File: config.mk
export PLATFORM = sky130hd
export DESIGN_NAME = fp_mul_pipe
export DESIGN_NICKNAME = d
export VERILOG_FILES = /design/src/rtl/fp_pkg.sv /design/src/rtl/fp_round.sv /design/src/rtl/fp_mul_pipe.sv
export SDC_FILE = /design/constraint.sdc
export NUM_CORES = 1
export LEC_CHECK = 0
export ABC_CLOCK_PERIOD_IN_PS = 5400
export BUFFER_PORTS_ARGS = -buffer_cell sky130_fd_sc_hd__buf_2
export CAP_MARGIN = 25
export CORE_UTILIZATION = 56
export CTS_CLUSTER_SIZE = 28
export DETAILED_ROUTE_END_ITERATION = 10
export PLACE_DENSITY = 0.78
export SLEW_MARGIN = 15
export SYNTH_ARGS = -nofsm -noshare
export SYNTH_HDL_FRONTEND = slang
export SYNTH_SLANG_ARGS = --single-unit
File: constraint.sdc
create_clock -name clk -period 5.4 [get_ports clk]
set_input_delay 0.81 -clock clk [delete_from_list [all_inputs] [get_ports clk]]
set_output_delay 0.81 -clock clk [all_outputs]
set_load 0.02 [all_outputs]
File: src/rtl/fp_pkg.sv
// Shared types and constants for the pipelined FP multiplier.
// Latency: n/a (types, constants and a constant function only).
// Backpressure: n/a.
package fp_pkg;

  // Operand classes after unpack; subnormals are folded into CLS_ZERO.
  typedef enum logic [2:0] {
    CLS_ZERO,
    CLS_NORM,
    CLS_INF,
    CLS_QNAN,
    CLS_SNAN
  } fp_class_e;

  // Bit positions inside flags = {invalid, overflow, underflow, inexact}.
  localparam int FLG_INVALID   = 3;
  localparam int FLG_OVERFLOW  = 2;
  localparam int FLG_UNDERFLOW = 1;
  localparam int FLG_INEXACT   = 0;

  // rnd_mode encodings.
  localparam logic RND_RNE = 1'b0;
  localparam logic RND_RTZ = 1'b1;

  // Canonical quiet NaN: sign 0, exponent all ones, mantissa MSB set.
  // Returned wide; callers truncate to their word width.
  function automatic logic [63:0] canon_nan(input int exp_w, input int man_w);
    return (((64'd1 << exp_w) - 64'd1) << man_w) | (64'd1 << (man_w - 1));
  endfunction

endpackage

File: src/rtl/fp_round.sv
// Rounds a normalised mantissa and packs it, handling overflow and underflow.
// Latency: 0 cycles, purely combinational.
// Backpressure: none; the enclosing pipeline stage owns flow control.
// Ports: sign/e/man/g/r/s describe the unrounded value, rnd_mode selects
//        RNE or RTZ; word is the packed result, flags {inv, ovf, unf, inx}.
module fp_round import fp_pkg::*; #(
  parameter int EXP_W = 5,
  parameter int MAN_W = 10
) (
  input  logic                     sign,
  input  logic signed [EXP_W+1:0]  e,
  input  logic [MAN_W-1:0]         man,
  input  logic                     g,
  input  logic                     r,
  input  logic                     s,
  input  logic                     rnd_mode,
  output logic [EXP_W+MAN_W:0]     word,
  output logic [3:0]               flags
);

  localparam int EW = EXP_W + 2;
  localparam logic signed [EW-1:0] E_MAX  = EW'((1 << EXP_W) - 1);
  localparam logic signed [EW-1:0] E_ZERO = '0;

  logic              inc;
  logic [MAN_W:0]    man_sum;
  logic signed [EW-1:0] e_r;

  // Round-to-nearest-even increments above half, or at exactly half when lsb is odd.
  assign inc     = (rnd_mode == RND_RNE) && g && (r || s || man[0]);
  assign man_sum = {1'b0, man} + {{MAN_W{1'b0}}, inc};
  // On carry-out the low bits are already zero, so only the exponent moves.
  assign e_r     = e + $signed({{(EW-1){1'b0}}, man_sum[MAN_W]});

  always_comb begin
    flags = '0;
    word  = {sign, e_r[EXP_W-1:0], man_sum[MAN_W-1:0]};
    if (e_r >= E_MAX) begin
      flags[FLG_OVERFLOW] = 1'b1;
      flags[FLG_INEXACT]  = 1'b1;
      if (rnd_mode == RND_RTZ)
        word = {sign, {(EXP_W-1){1'b1}}, 1'b0, {MAN_W{1'b1}}};
      else
        word = {sign, {EXP_W{1'b1}}, {MAN_W{1'b0}}};
    end else if (e_r <= E_ZERO) begin
      // No denormal outputs: anything below the normal range becomes signed zero.
      flags[FLG_UNDERFLOW] = 1'b1;
      flags[FLG_INEXACT]   = 1'b1;
      word = {sign, {(EXP_W+MAN_W){1'b0}}};
    end else begin
      flags[FLG_INEXACT] = g | r | s;
    end
  end

endmodule

File: src/rtl/fp_mul_pipe.sv
// 3-stage pipelined floating-point multiplier (unpack/multiply, normalise, round/pack).
// Latency: 3 cycles from input transfer to out_valid; throughput 1 op/cycle.
// Backpressure: whole pipe stalls when the output register is full and out_ready=0.
// Ports: clk/rst (sync, active-high); in_valid/in_ready with a, b, rnd_mode;
//        out_valid/out_ready with result and flags {invalid, overflow, underflow, inexact}.
module fp_mul_pipe import fp_pkg::*; #(
  parameter int EXP_W = 5,
  parameter int MAN_W = 10
) (
  input  logic                  clk,
  input  logic                  rst,
  input  logic                  in_valid,
  output logic                  in_ready,
  input  logic [EXP_W+MAN_W:0]  a,
  input  logic [EXP_W+MAN_W:0]  b,
  input  logic                  rnd_mode,
  output logic                  out_valid,
  input  logic                  out_ready,
  output logic [EXP_W+MAN_W:0]  result,
  output logic [3:0]            flags
);

  localparam int N  = 1 + EXP_W + MAN_W;
  localparam int PW = 2 * (MAN_W + 1);
  localparam int EW = EXP_W + 2;
  localparam logic signed [EW-1:0] BIAS = EW'((1 << (EXP_W - 1)) - 1);
  localparam logic [N-1:0]         QNAN = N'(canon_nan(EXP_W, MAN_W));

  function automatic fp_class_e classify(input logic [EXP_W-1:0] ex, input logic [MAN_W-1:0] mn);
    if (ex == '0)
      return CLS_ZERO;  // subnormals flushed silently
    if (ex == '1) begin
      if (mn == '0)
        return CLS_INF;
      return mn[MAN_W-1] ? CLS_QNAN : CLS_SNAN;
    end
    return CLS_NORM;
  endfunction

  // out_valid doubles as the stage-3 valid; every stage advances together.
  logic adv;
  assign adv      = !out_valid || out_ready;
  assign in_ready = adv;

  // ---------------- Stage 1: unpack, exponent sum, significand product
  fp_class_e            ca_c, cb_c;
  logic signed [EW-1:0] e1_c;
  logic [PW-1:0]        prod_c;

  always_comb begin
    ca_c   = classify(a[N-2:MAN_W], a[MAN_W-1:0]);
    cb_c   = classify(b[N-2:MAN_W], b[MAN_W-1:0]);
    e1_c   = $signed({2'b00, a[N-2:MAN_W]}) + $signed({2'b00, b[N-2:MAN_W]}) - BIAS;
    prod_c = PW'({1'b1, a[MAN_W-1:0]}) * PW'({1'b1, b[MAN_W-1:0]});
  end

  logic                 s1_valid, s1_sign, s1_rnd;
  logic signed [EW-1:0] s1_e;
  logic [PW-1:0]        s1_prod;
  fp_class_e            s1_ca, s1_cb;

  always_ff @(posedge clk) begin
    if (rst) begin
      s1_valid <= 1'b0;
    end else if (adv) begin
      s1_valid <= in_valid;
      s1_sign  <= a[N-1] ^ b[N-1];
      s1_rnd   <= rnd_mode;
      s1_e     <= e1_c;
      s1_prod  <= prod_c;
      s1_ca    <= ca_c;
      s1_cb    <= cb_c;
    end
  end

  // ---------------- Stage 2: normalise and extract mantissa/g/r/s
  // Product of two [1,2) significands lies in [1,4); the top bit says which half.
  logic                 hi;
  logic signed [EW-1:0] e2_c;
  logic [MAN_W-1:0]     man2_c;
  logic                 g2_c, r2_c, st2_c;

  assign hi   = s1_prod[PW-1];
  assign e2_c = s1_e + $signed({{(EW-1){1'b0}}, hi});

  always_comb begin
    if (hi) begin
      man2_c = s1_prod[PW-2:MAN_W+1];
      g2_c   = s1_prod[MAN_W];
      r2_c   = s1_prod[MAN_W-1];
      st2_c  = |s1_prod[MAN_W-2:0];
    end else begin
      man2_c = s1_prod[PW-3:MAN_W];
      g2_c   = s1_prod[MAN_W-1];
      r2_c   = s1_prod[MAN_W-2];
      st2_c  = |s1_prod[MAN_W-3:0];
    end
  end

  logic                 s2_valid, s2_sign, s2_rnd;
  logic signed [EW-1:0] s2_e;
  logic [MAN_W-1:0]     s2_man;
  logic                 s2_g, s2_r, s2_s;
  fp_class_e            s2_ca, s2_cb;

  always_ff @(posedge clk) begin
    if (rst) begin
      s2_valid <= 1'b0;
    end else if (adv) begin
      s2_valid <= s1_valid;
      s2_sign  <= s1_sign;
      s2_rnd   <= s1_rnd;
      s2_e     <= e2_c;
      s2_man   <= man2_c;
      s2_g     <= g2_c;
      s2_r     <= r2_c;
      s2_s     <= st2_c;
      s2_ca    <= s1_ca;
      s2_cb    <= s1_cb;
    end
  end

  // ---------------- Stage 3: round, special-case override, output register
  logic [N-1:0] rnd_word;
  logic [3:0]   rnd_flags;

  fp_round #(.EXP_W(EXP_W), .MAN_W(MAN_W)) u_round (
    .sign     (s2_sign),
    .e        (s2_e),
    .man      (s2_man),
    .g        (s2_g),
    .r        (s2_r),
    .s        (s2_s),
    .rnd_mode (s2_rnd),
    .word     (rnd_word),
    .flags    (rnd_flags)
  );

  logic         nan_any, snan_any, inf_any, zero_any;
  logic [N-1:0] res_c;
  logic [3:0]   flg_c;

  always_comb begin
    snan_any = (s2_ca == CLS_SNAN) || (s2_cb == CLS_SNAN);
    nan_any  = snan_any || (s2_ca == CLS_QNAN) || (s2_cb == CLS_QNAN);
    inf_any  = (s2_ca == CLS_INF) || (s2_cb == CLS_INF);
    zero_any = (s2_ca == CLS_ZERO) || (s2_cb == CLS_ZERO);
    res_c    = rnd_word;
    flg_c    = rnd_flags;
    if (nan_any) begin
      res_c = QNAN;
      flg_c = '0;
      flg_c[FLG_INVALID] = snan_any;
    end else if (inf_any && zero_any) begin
      res_c = QNAN;
      flg_c = '0;
      flg_c[FLG_INVALID] = 1'b1;
    end else if (inf_any) begin
      res_c = {s2_sign, {EXP_W{1'b1}}, {MAN_W{1'b0}}};
      flg_c = '0;
    end else if (zero_any) begin
      res_c = {s2_sign, {(N-1){1'b0}}};
      flg_c = '0;
    end
  end

  always_ff @(posedge clk) begin
    if (rst) begin
      out_valid <= 1'b0;
      result    <= '0;
      flags     <= '0;
    end else if (adv) begin
      out_valid <= s2_valid;
      result    <= res_c;
      flags     <= flg_c;
    end
  end

endmodule
== Yosys cells after proc, flatten, opt, wreduce, memory -nomap -nowiden ==
Index checks and enable logic that the tools add are counted.

* Bits in registers: 88
* Output and inout bits: 22
* Word-level logic and storage cells: 108
* Input port bits: 37

* Equal/unequal tests: 8
* Reductions and logical operators: 21
* Multiply operators: 1
* Mux-type cells: 46
* Bitwise gates (word level): 5
* Add/subtract/negate cells: 5
* Order comparisons: 2

{| class="wikitable"
|+ Operator list
! operator !! count
|-
| $mux W15 || 4
|-
| $mux W3 || 16
|-
| $mux W16 || 2
|-
| $mul A11 B11 Y22 || 1
|-
| $logic_not A10 Y1 || 2
|-
| $mux W1 || 20
|-
| $add A7 B2 Y7 || 2
|-
| $eq A3 B2 Y1 const B || 4
|-
| $add A10 B1 Y11 || 1
|-
| $mux W11 || 1
|-
| $eq A5 B5 Y1 const B || 2
|-
| $logic_not A5 Y1 || 2
|-
| $mux W10 || 1
|-
| $reduce_or A9 Y1 || 1
|-
| $logic_or A1 B1 Y1 || 8
|-
| $mux W4 || 2
|-
| $reduce_or A8 Y1 || 1
|-
| $ge A7 B6 Y1 const B || 1
|-
| $le A7 B1 Y1 const B || 1
|-
| $sub A6 B4 Y7 const B || 1
|-
| $add A5 B5 Y6 || 1
|-
| $eq A3 B3 Y1 const B || 2
|-
| $logic_not A3 Y1 || 2
|-
| $logic_and A1 B1 Y1 || 3
|-
| 5 further kinds || 7
|}

== Depth between registers and ports, before layout ==
* Depth after elaboration: 12
* Gate-level depth with buffers: 20
* Depth with buffers taken out: 18

== Hierarchy ==
Synthesis repeated with hierarchy kept, for this count alone.

* Cell total of the unflattened synthesis: 799
* Area, all modules: 7978.9 µm²

{| class="wikitable"
|+ Modules (own cells, without submodules)
! module !! times used !! area each (µm²) !! sequential area each (µm²) !! cells each
|-
| fp_mul_pipe || 1 || 7404.6 || 2412.3 || 719
|-
| fp_round || 1 || 574.3 || 0.0 || 80
|}

== Worst setup path after synthesis ==
Ideal clock, no wire load.

* Kind: input to register
* Start: input port a[1]
* End: register s1_prod[21] (data pin)
* Slack: -0.159 ns
* Stages on the path: 19
* Setup time: 0.260 ns
* Arrival time: 5.299 ns
* Path through: clkbuf_1 -> inv_1 -> nor2_1 -> fa_1 -> inv_1 -> fa_1 -> inv_1 -> fa_1 -> fa_1 -> inv_1 -> fa_1 -> inv_1 -> ha_1 -> a21oi_1 -> o21ai_0 -> a2111o_1 -> o211ai_1 -> a31oi_1 -> xnor2_1

* Word-level cells in the longest chain between the ends: 1

{| class="wikitable"
|+ RTL lines
! element !! line !! source
|-
| start: declaration || fp_mul_pipe.sv:14 || <nowiki>input logic [EXP_W+MAN_W:0] a,</nowiki>
|-
| $mul A11 B11 Y22 || fp_mul_pipe.sv:54 || <nowiki>prod_c = PW'({1'b1, a[MAN_W-1:0]}) * PW'({1'b1, b[MAN_W-1:0]});</nowiki>
|-
| via prod_c[21] || fp_mul_pipe.sv:48 || <nowiki>logic [PW-1:0] prod_c;</nowiki>
|-
| end signal: assignment || fp_mul_pipe.sv:70 || <nowiki>s1_prod <= prod_c;</nowiki>
|-
| end: declaration || fp_mul_pipe.sv:59 || <nowiki>logic [PW-1:0] s1_prod;</nowiki>
|}

The timed path passes the listed nets, and every way through them passes these cells.
A chain may end at the register's enable or synchronous reset.

== Worst setup path after layout ==
* Start: input port a[2]
* End: register s1_prod[21] (data pin)

Same word-level chain as after synthesis.

==> results by group <==
Run status
  • Run status: complete, no violations

Clocking
  • CTS Buffer Depth: 2
  • CTS Hold Bufs: 0
  • H-tree levels: 3
  • Post-CTS setup buffer count: 0
  • TritonCTS Buffers: 9
  • Sink Count: 88
  • Worst-path clk slew: 0.06 ns
  • Clk root buf: clkbuf_16
  • Clk Latency, worst-skew pair: 0.33 ns
  • CTS tree: done

Die
  • Num rows: 43
  • Top Ports: 59
  • Total core area: roughly 0.014 sq mm
  • Die H: 121.3 um
  • Starting Density: 0.5739
  • Die Footprint: 0.01471 sq mm
  • Die X-Extent: 121.3 um

Power
  • Worst IR drop on VDD: 283.6 uV
  • Int Pwr: between 0.002 and 0.003 W
  • Clk network pwr share: 0.149
  • Leak Pwr: approximately 4.3 nW
  • Switching power: 0.001630 W
  • Sequential power share: 0.258
  • Pwr Density: 470.7 mW/mm^2
  • Sw Share: 0.3800
  • Combinational group share of total power: 0.594

Worst setup path
  • Reg2Reg Setup Slack: 2.12 ns
  • Critical path startpoint category: input pin
  • CP max stage cell: fa_1
  • Crit path max fanout: 12
  • Cell Chain, Critical Path: clkbuf_4, and2_1, fa_1, inv_1, fa_1, inv_1, fa_1, fa_1, inv_1, fa_1, inv_1, ha_1, and3_1, and3_1, a21o_1, o211ai_1, a31oi_1, xnor2_1
  • CP Class: input pin to flip-flop
  • Most frequent CP cell: fa_1
  • Top delay family on crit path: adder cells
  • Critical path buffer and inverter count: 5
  • Max stage delay on crit path: 0.53 ns
  • Worst Path Required: 5.48 ns
  • R2r endpoint: result[6]
  • Critical path data arrival time: 5.32 ns
  • RR Startpoint: s2_rnd
  • Reg2reg path depth: 12
  • Nature of the critical path endpoint: flip-flop

STA
  • Slew headroom: 0.4968
  • Period utilization: 0.9689
  • Slew Limit Fails: 0
  • Slew @ Worst Pin: 0.7547 ns
  • FMAX: 191.1 MHz
  • Setup Skew: 0.003326 ns
  • Final setup vio count: 0
  • RSZ-0062 raised after global routing: no
  • Hold Violations, Final: 0
  • Setup TNS: 0 ns
  • Min Tclk post-route: 5.232 ns

Logic synthesis
  • Net Count, Synth: 996
  • Post-Synthesis Cells: 805
  • Sequential share of the synthesized area: 0.3028
  • Ys flop type: edfxtp_1
  • Syn avg cell area: 9.896 sq um
  • Yosys warns: 0
  • EDFF count, synth: 65
  • Post-synthesis cell type count: 58
  • FFs w/ async S/R, synth: 0
  • Seq cells post-synth: 88
  • Syn Std Cell Area: 0.007966 sq mm

Global routing
  • Vias in the first global route: 5681
  • GR peak layer: met2
  • Met3 Use GR: 0.02444
  • First-pass GRT wire length: between 20000 and 30000 um
  • Total GRT Usage: 0.2195
  • Met2 usage: 0.3854
  • GRT met1 Usage: 0.2776
  • Initial antenna violation count: 0
  • GRT overflow: 0
  • Largest net degree at the start of global routing: 66

Layout
  • Layout cells sized above 1: 0.1715
  • Final Net Count: 1091
  • Reg area: 0.002412 sq mm
  • Fillers: 1096
  • Layout area overhead: 14.37%
  • Multi-input gate area: 0.004947 sq mm
  • Final core occ: 0.6564
  • Ant diodes: 0

Routing
  • First-pass detailed-route iteration total: 5
  • Initial drt markers: approximately 300
  • Drt via density: around 5.3
  • Vias: between 5000 and 6000
  • DRC violations left: 0
  • Drt wl/cell: approximately 14 um
  • Post-Route WL: ~15000 um
  • DRT antenna net count: 0

Placed design
  • RePlAce Congestion: 0.8982
  • Port Buf Inserts: 58
  • Post-DP HPWL: 12440 um

Worst hold path
  • WHS Path Cells: 0
  • Hold path endpoint: s2_ca[2]
  • HP Start: s1_ca[2]
  • HP Class: flip-flop to flip-flop

Flow run
  • Max-cap violations: 0
[cell usage in the layout (no fill, tap or decap), types with 4 or more instances in the layout]
master | synthesis | routed
clkbuf_16 | 0 | 9
nand2b_1 | 8 | 8
nor2b_1 | 5 | 5
a22oi_1 | 4 | 4
dfxtp_1 | 23 | 23
xnor2_1 | 18 | 18
o211ai_1 | 13 | 13
o21ai_0 | 14 | 13
and3_1 | 11 | 11
a21oi_1 | 25 | 25
nand2_1 | 84 | 84
mux2_2 | 12 | 12
nor4_1 | 8 | 8
or3_1 | 5 | 5
xor2_1 | 18 | 18
edfxtp_1 | 65 | 65
ha_1 | 73 | 72
nand3_1 | 18 | 18
and2_1 | 40 | 40
inv_1 | 138 | 135
buf_2 | 0 | 57
a21o_1 | 5 | 5
a31oi_1 | 4 | 4
fa_1 | 81 | 81
buf_4 | 1 | 54
nor2_1 | 53 | 52
nor3_1 | 8 | 8
[area by class of cell]
class	instances	area share
Clock buffer	9	0.02472
Clock inverter	6	0.009338
Inverter	138	0.05685
Multi-Input combinational cell	551	0.5430
Sequential cell	88	0.2648
Tap cell	180	0.02472
Timing Repair Buffer	112	0.07663
[worst max-delay path by stage]
stage                       end  slack (ns)  cells past startpoint  from
floorplan           s1_prod[21]       0.002                     17  a[4]
global placement    s1_prod[21]       -0.14                     17  a[2]
detailed placement  s1_prod[21]       -0.21                     17  a[2]
CTS                 s1_prod[21]        0.15                     17  a[2]
global route        s1_prod[21]       0.005                     18  a[2]
finish              s1_prod[21]        0.17                     18  a[2]
[power by group through the flow]
stage / clock, W / sequential, W / combinational [W]
floorplan: 0 / 0.00110 / 0.00183
global placement: 0 / 0.00111 / 0.00249
detailed placement: 0 / 0.00112 / 0.00254
CTS: 0.000649 / 0.00111 / 0.00257
global route: 0.000679 / 0.00112 / 0.00291
finish: 0.000637 / 0.00110 / 0.00255
[synthesized netlist by cell type (2+ instances only)]
cell,count,area [sq um]
and3_1,11,68.82
ha_1,73,913.4
mux2_2,12,135.1
nor2b_1,5,31.28
nor2_1,53,198.9
a31oi_1,4,25.02
o21ai_1,2,10.01
a21boi_0,2,15.01
clkbuf_1,26,97.59
xnor2_1,18,157.7
a22oi_1,4,30.03
a21o_1,5,37.54
a21oi_1,25,125.1
inv_1,138,518.0
o21ai_0,14,70.07
nand2_1,84,315.3
dfxtp_1,23,460.4
a211oi_1,3,22.52
o21a_1,3,22.52
edfxtp_1,65,1952
fa_1,81,1622
and4_1,3,26.28
nand3b_1,2,15.01
o211ai_1,13,97.59
nand4_1,2,12.51
and2_1,40,250.2
mux2i_1,2,20.02
a221oi_1,2,17.52
nor3_1,8,40.04
nand2b_1,8,50.05
xor2_1,18,157.7
or2_2,2,12.51
nor4_1,8,50.05
or3_1,5,31.28
nand3_1,18,90.09
[registers in the layout, summed over array words and instances (netlist names), 3 cells and up]
signal and cells:
s1_prod 22, s2_cb 3, result 16, s1_cb 3, s2_man 10, s2_ca 3, flags 4, s2_e 7
s1_e 7, s1_ca 3
[metal layers]
metal,wire (um),up-vias
met5,0,-
met4,314,0
met3,480,28
met2,7336,128
met1,6768,2715
li1,-,2827
[timing repair]
| action | in CTS | in global routing |
|---|---|---|
| hold endpoints to repair | 0 | 0 |
| gates resized for setup | 0 | 1 |
| endpoints found under the setup margin | 0 | 2 |
[per-stage QoR]
step	instance area [sq um]	std cells	setup WS, ns	hold slack, ns	power [W]
detailed placement	8798	1069	-0.2066	0.4045	0.003661
CTS	9109	1084	0.1505	0.4184	0.004320
global placement	8798	1069	-0.1362	0.4028	0.003600
global route	9111	1084	0.004851	0.4391	0.004709
floorplan	7994	805	0.002127	0.4003	0.002936
finish	9111	1084	0.1677	0.4173	0.004289
[cell families after synthesis]
kind of cell,after synthesis,synth area share
buf+inv,166,0.07869
simple gates,255,0.1578
fa+ha+maj,154,0.3182
xor+xnor,38,0.04508
flops,88,0.3028
mux,14,0.01948
compound gates,90,0.07790
(Power assumes the default switching activity.)
